### src/rtl/game_sprite_mover.sv
// Per-sprite position engine: holds X/Y and signed DX/DY and advances the position
// once every STROBE_PERIOD enabled clocks. Reports on-screen status and a registered pixel hit.
module game_sprite_mover #(
    parameter int X_WIDTH       = 10,
    parameter int Y_WIDTH       = 10,
    parameter int DX_WIDTH      = 3,
    parameter int DY_WIDTH      = 3,
    parameter int SCREEN_WIDTH  = 640,
    parameter int SCREEN_HEIGHT = 480,
    parameter int SPRITE_WIDTH  = 8,
    parameter int SPRITE_HEIGHT = 8,
    parameter int STROBE_PERIOD = 250000
) (
    input  logic                       clk,
    input  logic                       reset,
    input  logic                       write_xy,
    input  logic                       write_dxy,
    input  logic                       enable_update,
    input  logic [X_WIDTH-1:0]         x_in,
    input  logic [Y_WIDTH-1:0]         y_in,
    input  logic signed [DX_WIDTH-1:0] dx_in,
    input  logic signed [DY_WIDTH-1:0] dy_in,
    input  logic [X_WIDTH-1:0]         pixel_x,
    input  logic [Y_WIDTH-1:0]         pixel_y,
    output logic [X_WIDTH-1:0]         x,
    output logic [Y_WIDTH-1:0]         y,
    output logic                       within_screen,
    output logic                       pixel_hit,
    output logic                       update_strobe
);

    localparam int CNT_W = (STROBE_PERIOD > 1) ? $clog2(STROBE_PERIOD) : 1;
    localparam logic [CNT_W-1:0] CNT_LAST = CNT_W'(STROBE_PERIOD - 1);
    localparam int XE_W = X_WIDTH + 1;
    localparam int YE_W = Y_WIDTH + 1;

    logic [CNT_W-1:0]         r_cnt;
    logic [X_WIDTH-1:0]       r_x;
    logic [Y_WIDTH-1:0]       r_y;
    logic signed [DX_WIDTH-1:0] r_dx;
    logic signed [DY_WIDTH-1:0] r_dy;
    logic                     r_update_strobe_p1;
    logic                     r_pixel_hit_p1;

    logic                     w_tick;
    logic [XE_W-1:0]          w_x_end;
    logic [YE_W-1:0]          w_y_end;
    logic                     w_hit_x;
    logic                     w_hit_y;

    // Position plus sign-extended velocity, wrapping modulo the register width.
    function automatic logic [X_WIDTH-1:0] step_x(input logic [X_WIDTH-1:0] pos,
                                                   input logic signed [DX_WIDTH-1:0] vel);
        logic signed [X_WIDTH-1:0] v_ext;
        v_ext = X_WIDTH'(vel);
        return pos + $unsigned(v_ext);
    endfunction

    function automatic logic [Y_WIDTH-1:0] step_y(input logic [Y_WIDTH-1:0] pos,
                                                   input logic signed [DY_WIDTH-1:0] vel);
        logic signed [Y_WIDTH-1:0] v_ext;
        v_ext = Y_WIDTH'(vel);
        return pos + $unsigned(v_ext);
    endfunction

    assign w_tick = enable_update && (r_cnt == CNT_LAST) && !write_xy;

    always_ff @(posedge clk or posedge reset) begin
        if (reset) begin
            r_cnt <= '0;
        end else if (write_xy) begin
            r_cnt <= '0;
        end else if (enable_update) begin
            r_cnt <= (r_cnt == CNT_LAST) ? '0 : r_cnt + 1'b1;
        end
    end

    // Advance reads the velocity registers before a same-cycle write_dxy lands.
    always_ff @(posedge clk or posedge reset) begin
        if (reset) begin
            r_x                <= '0;
            r_y                <= '0;
            r_dx               <= '0;
            r_dy               <= '0;
            r_update_strobe_p1 <= 1'b0;
        end else begin
            if (write_xy) begin
                r_x <= x_in;
                r_y <= y_in;
            end else if (w_tick) begin
                r_x <= step_x(r_x, r_dx);
                r_y <= step_y(r_y, r_dy);
            end
            if (write_dxy) begin
                r_dx <= dx_in;
                r_dy <= dy_in;
            end
            r_update_strobe_p1 <= w_tick;
        end
    end

    // Extra bit keeps the far edge from aliasing back to the left/top of the screen.
    assign w_x_end = {1'b0, r_x} + XE_W'(SPRITE_WIDTH);
    assign w_y_end = {1'b0, r_y} + YE_W'(SPRITE_HEIGHT);

    assign within_screen = (w_x_end <= XE_W'(SCREEN_WIDTH)) && (w_y_end <= YE_W'(SCREEN_HEIGHT));

    assign w_hit_x = (pixel_x >= r_x) && ({1'b0, pixel_x} < w_x_end);
    assign w_hit_y = (pixel_y >= r_y) && ({1'b0, pixel_y} < w_y_end);

    // Stage p0 -> p1: pixel hit registered for the display mixer.
    always_ff @(posedge clk or posedge reset) begin
        if (reset) begin
            r_pixel_hit_p1 <= 1'b0;
        end else begin
            r_pixel_hit_p1 <= w_hit_x && w_hit_y;
        end
    end

    assign x             = r_x;
    assign y             = r_y;
    assign pixel_hit     = r_pixel_hit_p1;
    assign update_strobe = r_update_strobe_p1;

endmodule

### config.mk
export PLATFORM = sky130hd
export DESIGN_NAME = game_sprite_mover
export DESIGN_NICKNAME = d
export VERILOG_FILES = /design/src/rtl/game_sprite_mover.sv
export SDC_FILE = /design/constraint.sdc
export NUM_CORES = 1
export LEC_CHECK = 0
export ABC_CLOCK_PERIOD_IN_PS = 2400
export BUFFER_PORTS_ARGS = -buffer_cell sky130_fd_sc_hd__buf_2
export CORE_MARGIN = 3
export CORE_UTILIZATION = 30
export DETAILED_ROUTE_END_ITERATION = 12
export HOLD_SLACK_MARGIN = 0.02
export PLACE_DENSITY_LB_ADDON = 0.3
export SLEW_MARGIN = 0
export SYNTH_ARGS = -nofsm -noshare
export SYNTH_HDL_FRONTEND = slang
export SYNTH_SLANG_ARGS = --single-unit
### constraint.sdc
create_clock -name clk -period 2.4 [get_ports clk]
set_clock_uncertainty 0.05 [all_clocks]
set_input_delay 0.48 -clock clk [delete_from_list [all_inputs] [get_ports clk]]
set_output_delay 0.48 -clock clk [all_outputs]
set_load 0.01 [all_outputs]
# --- Word level (Yosys, flattened, before mapping) ---
# Index checks and enable logic that the tools add are counted.
word_totals:
  input_bits: 51
  ff_bits: 46
  elab_cells: 35
  out_inout_bits: 23
op_classes:
  n_addsub: 5
  n_reduce_logical: 9
  muxes: 7
  eq_ne: 1
  n_lt_le_gt_ge: 6
op_table:
  columns: ["op", "n"]
  rows:
  - ["18-bit two-way mux", 3]
  - ["10-bit two-way mux", 4]
  - ["10-bit by 4-bit adder with 11-bit output, second input constant", 2]
  - ["10-bit by 11-bit less-than comparator with 1-bit output", 2]
  - ["10-bit adder", 2]
  - ["10-bit greater-or-equal comparator", 2]
  - ["18-bit by 1-bit adder with 18-bit output, second input constant", 1]
  - ["18-bit == test, second input constant", 1]
  - ["11-bit by 10-bit <= comparator with 1-bit output, second input constant", 1]
  - ["11-bit by 9-bit <= comparator with 1-bit output, second input constant", 1]
  - ["1-bit logical AND", 6]
  - ["2-bit nonzero test", 2]
  - ["1-bit logical NOT", 1]

# --- Logic depth before layout (Yosys ltp) ---
depth:
  depth_word: 5
  mapped_depth: 11
  ltp_nobuf: 11

# --- Worst setup path before layout ---
# Ideal clock, no wire load.
synth_path:
  path_type: "reg-to-reg"
  startpoint: "register r_y[0], in the netlist y[0]"
  endpoint: "register r_y[8], in the netlist y[8]"
  required_time_ns: 2.209
  setup_ns: 0.141
  arrival_ns: 2.161
  path_buffers: 0
  stages_incl_launch_ff: 9
  slack_ns: 0.048
  period_less_slack_ns: 2.352
  path_cell_list: "dfrtp_1 -> ha_1 -> fa_1 -> a21o_1 -> a21oi_1 -> o21ai_1 -> o41ai_1 -> mux2i_1 -> o311ai_1"
synth_between:
  elab_chain_cells: 3
synth_lines:
  columns: ["item", "line_no", "source"]
  rows:
  - ["from (decl)", "39", "logic [Y_WIDTH-1:0] r_y;"]
  - ["from (signal assigned)", "89", "r_y <= y_in;"]
  - ["from (signal assigned)", "92", "r_y <= step_y(r_y, r_dy);"]
  - ["10-bit adder", "63", "return pos + $unsigned(v_ext);"]
  - ["10-bit two-way mux", "90", "end else if (w_tick) begin"]
  - ["10-bit two-way mux", "87", "if (write_xy) begin"]
# No other way between the ends. The select of a mux whose other input is x is not followed.
# A chain may end at the register's enable or synchronous reset.

# --- Final worst setup path ---
layout_path:
  startpoint: "register r_x[3], in the netlist x[3]"
  endpoint: "output port within_screen"
layout_between:
  elab_chain_cells: 3
layout_lines:
  columns: ["item", "line_no", "source"]
  rows:
  - ["from (decl)", "38", "logic [X_WIDTH-1:0] r_x;"]
  - ["from (signal assigned)", "88", "r_x <= x_in;"]
  - ["from (signal assigned)", "91", "r_x <= step_x(r_x, r_dx);"]
  - ["10-bit by 4-bit adder with 11-bit output", "103", "assign w_x_end = {1'b0, r_x} + XE_W'(SPRITE_WIDTH);"]
  - ["11-bit by 10-bit <= comparator with 1-bit output", "106", "assign within_screen = (w_x_end <= XE_W'(SCREEN_WIDTH)) && (w_y_end <= YE_W'(SCREEN_HEIGHT));"]
  - ["1-bit logical AND", "106", null]
  - ["to (decl)", "27", "output logic within_screen,"]
# No other way between the ends.

==> reports/results.tsv <==
stage	metric	value	unit
run_status	status	finished with violations	
run_status	violations	setup timing	
synthesis	netlist_instances	466	
sta	slew_violations	0	
route	drtIter0Drc	167	
worst_setup_path	path_class	flop to output pin	
sta	rsz0062_at_grt	yes	
pwr	intPower	1660	uW
grt	busiest_layer	met2	
cells_and_area	layout-drive-gt1-share	24.6	%
pwr	pwr-share-seq	35.5	%
route	route.detailed.drc	0	
pwr	switching_share	33.6	%
sta	layout_setup_ws	-0.153	ns
clocking	cts_tree	yes	
pwr	leakage	0.00235	uW
clocking	cts.sinks	46	
clocking	h-tree-depth	2	
synthesis	ys_warn_count	0	
synthesis	synth_edf_count	0	
synthesis	ys_types	54	
synthesis	synth_area_leaders	dfrtp_1 29%, ha_1 17%, xnor2_1 4.6%	
sta	min_period	2.55	ns
grt	grt_max_degree	54	
clocking	path_clk_slew	0.06	ns
floorplan	die_h	122	um
sta	maxSlewHeadroom	60.0	%
route	vias	3654	
pwr	peakVddDrop	299	uV
pwr	clock_power_share	26.6	%
grt	grt_overflow	0	
sta	fin_crit_sh	106	%
pwr	power_frac_comb	37.9	%
cells_and_area	nFillCells	1342	
cells_and_area	num_antenna_cells	0	
worst_setup_path	end_kind	output pin	
synthesis	synth_flop_cell	dfrtp_1	
route	avgRoutedWirePerCell	14.2	um
grt	grt_pass1_wl	17700	um
grt	grt_use_total	14.5	%
synthesis	ys_seq_elements	46	
worst_setup_path	cp.arrival	2.02	ns
sta	hold_viol	0	
worst_setup_path	start_kind	flop	
clocking	insertion_delay	0.29	ns
floorplan	die_w	122	um
cells_and_area	syn2layout_area_growth	25.0	%
synthesis	syn_avg_cell_area	8.64	sq um
route	drtAntennaViolNets	0	
grt	use_met1	20.6	%
synthesis	synth_area_leader_cell	dfrtp_1	
route	routed_wl	10500	um
floorplan	die_area	14800	sq um
synthesis	synth_fp_nets	574	
floorplan	rows	41	
clocking	clockBufferDepth	2	
worst_setup_path	required	1.87	ns
worst_setup_path	cp_max_fo	2	
min_path	min_path_type	input pin to async pin	
grt	use_met3	2.69	%
floorplan	ios	74	
placement	dp_hpwl	8330	um
clocking	cts_root_buffer	clkbuf_16	
grt	grt_pass1_vias	3728	
floorplan	initial_core_util	31.3	%
grt	met2_usage	23.6	%
placement	post-place-ws	0.00371	ns
sta	finalSetupViolations	2	
synthesis	netlist.area_leader.share	28.6	%
placement	place_congestion	0.805	
sta	setup_tns	-0.197	ns
synthesis	yosysSeqAreaShare	28.6	%
flow_run	maxCapViolCount	0	
route	via_per_inst	4.96	
placement	io_buffers	73	
pwr	p_sw	840	uW
grt	antenna_found_initial	0	
synthesis	synthArstFlopShare	100	%
cells_and_area	final_nets	673	
sta	worst_pin_slew	0.600	ns
synthesis	netlist_area	4030	sq um
route	drt_pass1_iterations	4	
sta	fmax	392	MHz
floorplan	core_area	12900	sq um
clocking	cts_buffers	5	
pwr	p_per_area	496	nW/um^2
==> per-stage QoR <==
stage	instances	util [%]	hold slack [ns]	total power (uW)	instance area, sq um
global route	737	39.1	0.358	2690	5030
floorplan	466	-	0.383	1490	4030
global placement	726	36.9	0.418	1780	4760
CTS	735	38.5	0.328	2500	4960
detailed placement	726	36.9	0.427	1800	4760
finish	737	39.1	0.299	2500	5030
==> critical path: stages, from the launching register on <==
cell	delay [ns]
dfrtp_2	0.43
ha_4	0.27
inv_2	0.03
buf_4	0.12
nand4_1	0.09
a31oi_1	0.09
o31a_1	0.32
o2111a_1	0.24
buf_2	0.14
==> flip-flops by register name, summed over array words and instances (netlist names) <==
register       count
r_cnt             18
x                 10
r_dx               3
y                 10
pixel_hit          1
r_dy               3
update_strobe      1
==> cell type report <==
class / count / area (sq um) / share of cell area (%)
multi-input cells: 376 / 2800 / 55.6
flip-flops and latches: 46 / 1160 / 23.0
repair buffers: 104 / 606 / 12.0
well taps: 172 / 215 / 4.28
clock buffers: 7 / 133 / 2.64
inverters: 32 / 120 / 2.39
==> cell usage after synthesis (9+ instances only) <==
master / instances
a21oi_1: 24
nor3_1: 15
nand2_1: 43
dfrtp_1: 46
o21ai_0: 12
mux2i_1: 9
ha_1: 55
xnor2_1: 21
nand3_1: 16
o21ai_1: 19
xor2_1: 15
nor2_1: 39
inv_1: 32
==> final timing paths <==
check	from	end	slack (ns)	depth (start not counted)
worst max-delay path	x[3]	within_screen	-0.15	8
worst min register to register	r_cnt[17]	r_cnt[17]	0.44	1
worst min-delay path	reset	r_cnt[6]	0.30	3
min in group clk	y_in[4]	y[4]	0.36	3
worst max register to register	x[0]	x[8]	-0.04	8
max in group asynchronous	reset	x[5]	1.57	3
==> logic make-up (layout without fill, tap and decap cells) <==
kind of cell	after synthesis	after routing	share of synthesized area [%]
simple gates	157	157	19.3
compound gates	111	111	17.9
fa+ha+maj	57	57	18.1
flops	46	46	28.6
buf+inv	44	143	4.29
xor+xnor	36	36	7.83
mux	15	15	3.92
==> power by group through the flow <==
| stage | registers [uW] | logic [uW] | clock network, uW |
|---|---|---|---|
| after floorplan | 910 | 584 | 0 |
| after global placement | 896 | 881 | 0 |
| after detailed placement | 899 | 898 | 0 |
| after CTS | 886 | 929 | 687 |
| after global routing | 896 | 1070 | 724 |
| final | 886 | 946 | 664 |
==> cells in the final DEF, fill, tap and decap left out, types with 3 or more instances in the layout <==
cell and n:
nor2_1 38, buf_2 73, xnor2_1 20, inv_1 30, dfrtp_1 41, a31oi_1 3
nand4_1 5, o311ai_1 5, xor2_1 15, mux2i_1 9, nor4_1 4, o31a_1 3
ha_1 53, o21bai_1 3, nand2_1 43, o21a_1 8, nor2b_1 4, nor3b_1 5
nor3_1 14, o211ai_1 4, clkbuf_16 5, buf_4 29, nand3_1 15, o21ai_1 20
mux2_2 6, a21oi_1 22, a21o_1 7, a211oi_1 4, o21ai_0 11, o22ai_1 3
dfrtp_2 5, and3_1 6, nand2b_1 7
==> metal layers <==
| metal | part of all wire [%] | routed length [um] | vias up |
|---|---|---|---|
| met5 | 0 | 0 | - |
| li1 | - | - | 1877 |
| met1 | 48 | 5070 | 1706 |
| met2 | 46 | 4810 | 65 |
| met4 | 0.61 | 64 | 0 |
| met3 | 5.0 | 528 | 6 |
==> timing repair <==
action | 4_1_cts | 5_1_grt
resized for setup | 11 | 14
endpoints found under the setup margin | 2 | 9
buffers inserted | 2 | 2
pin swaps | 4 | 8
hold buffers | 0 | 0
No activity file was read; power rests on OpenSTA's default activity.
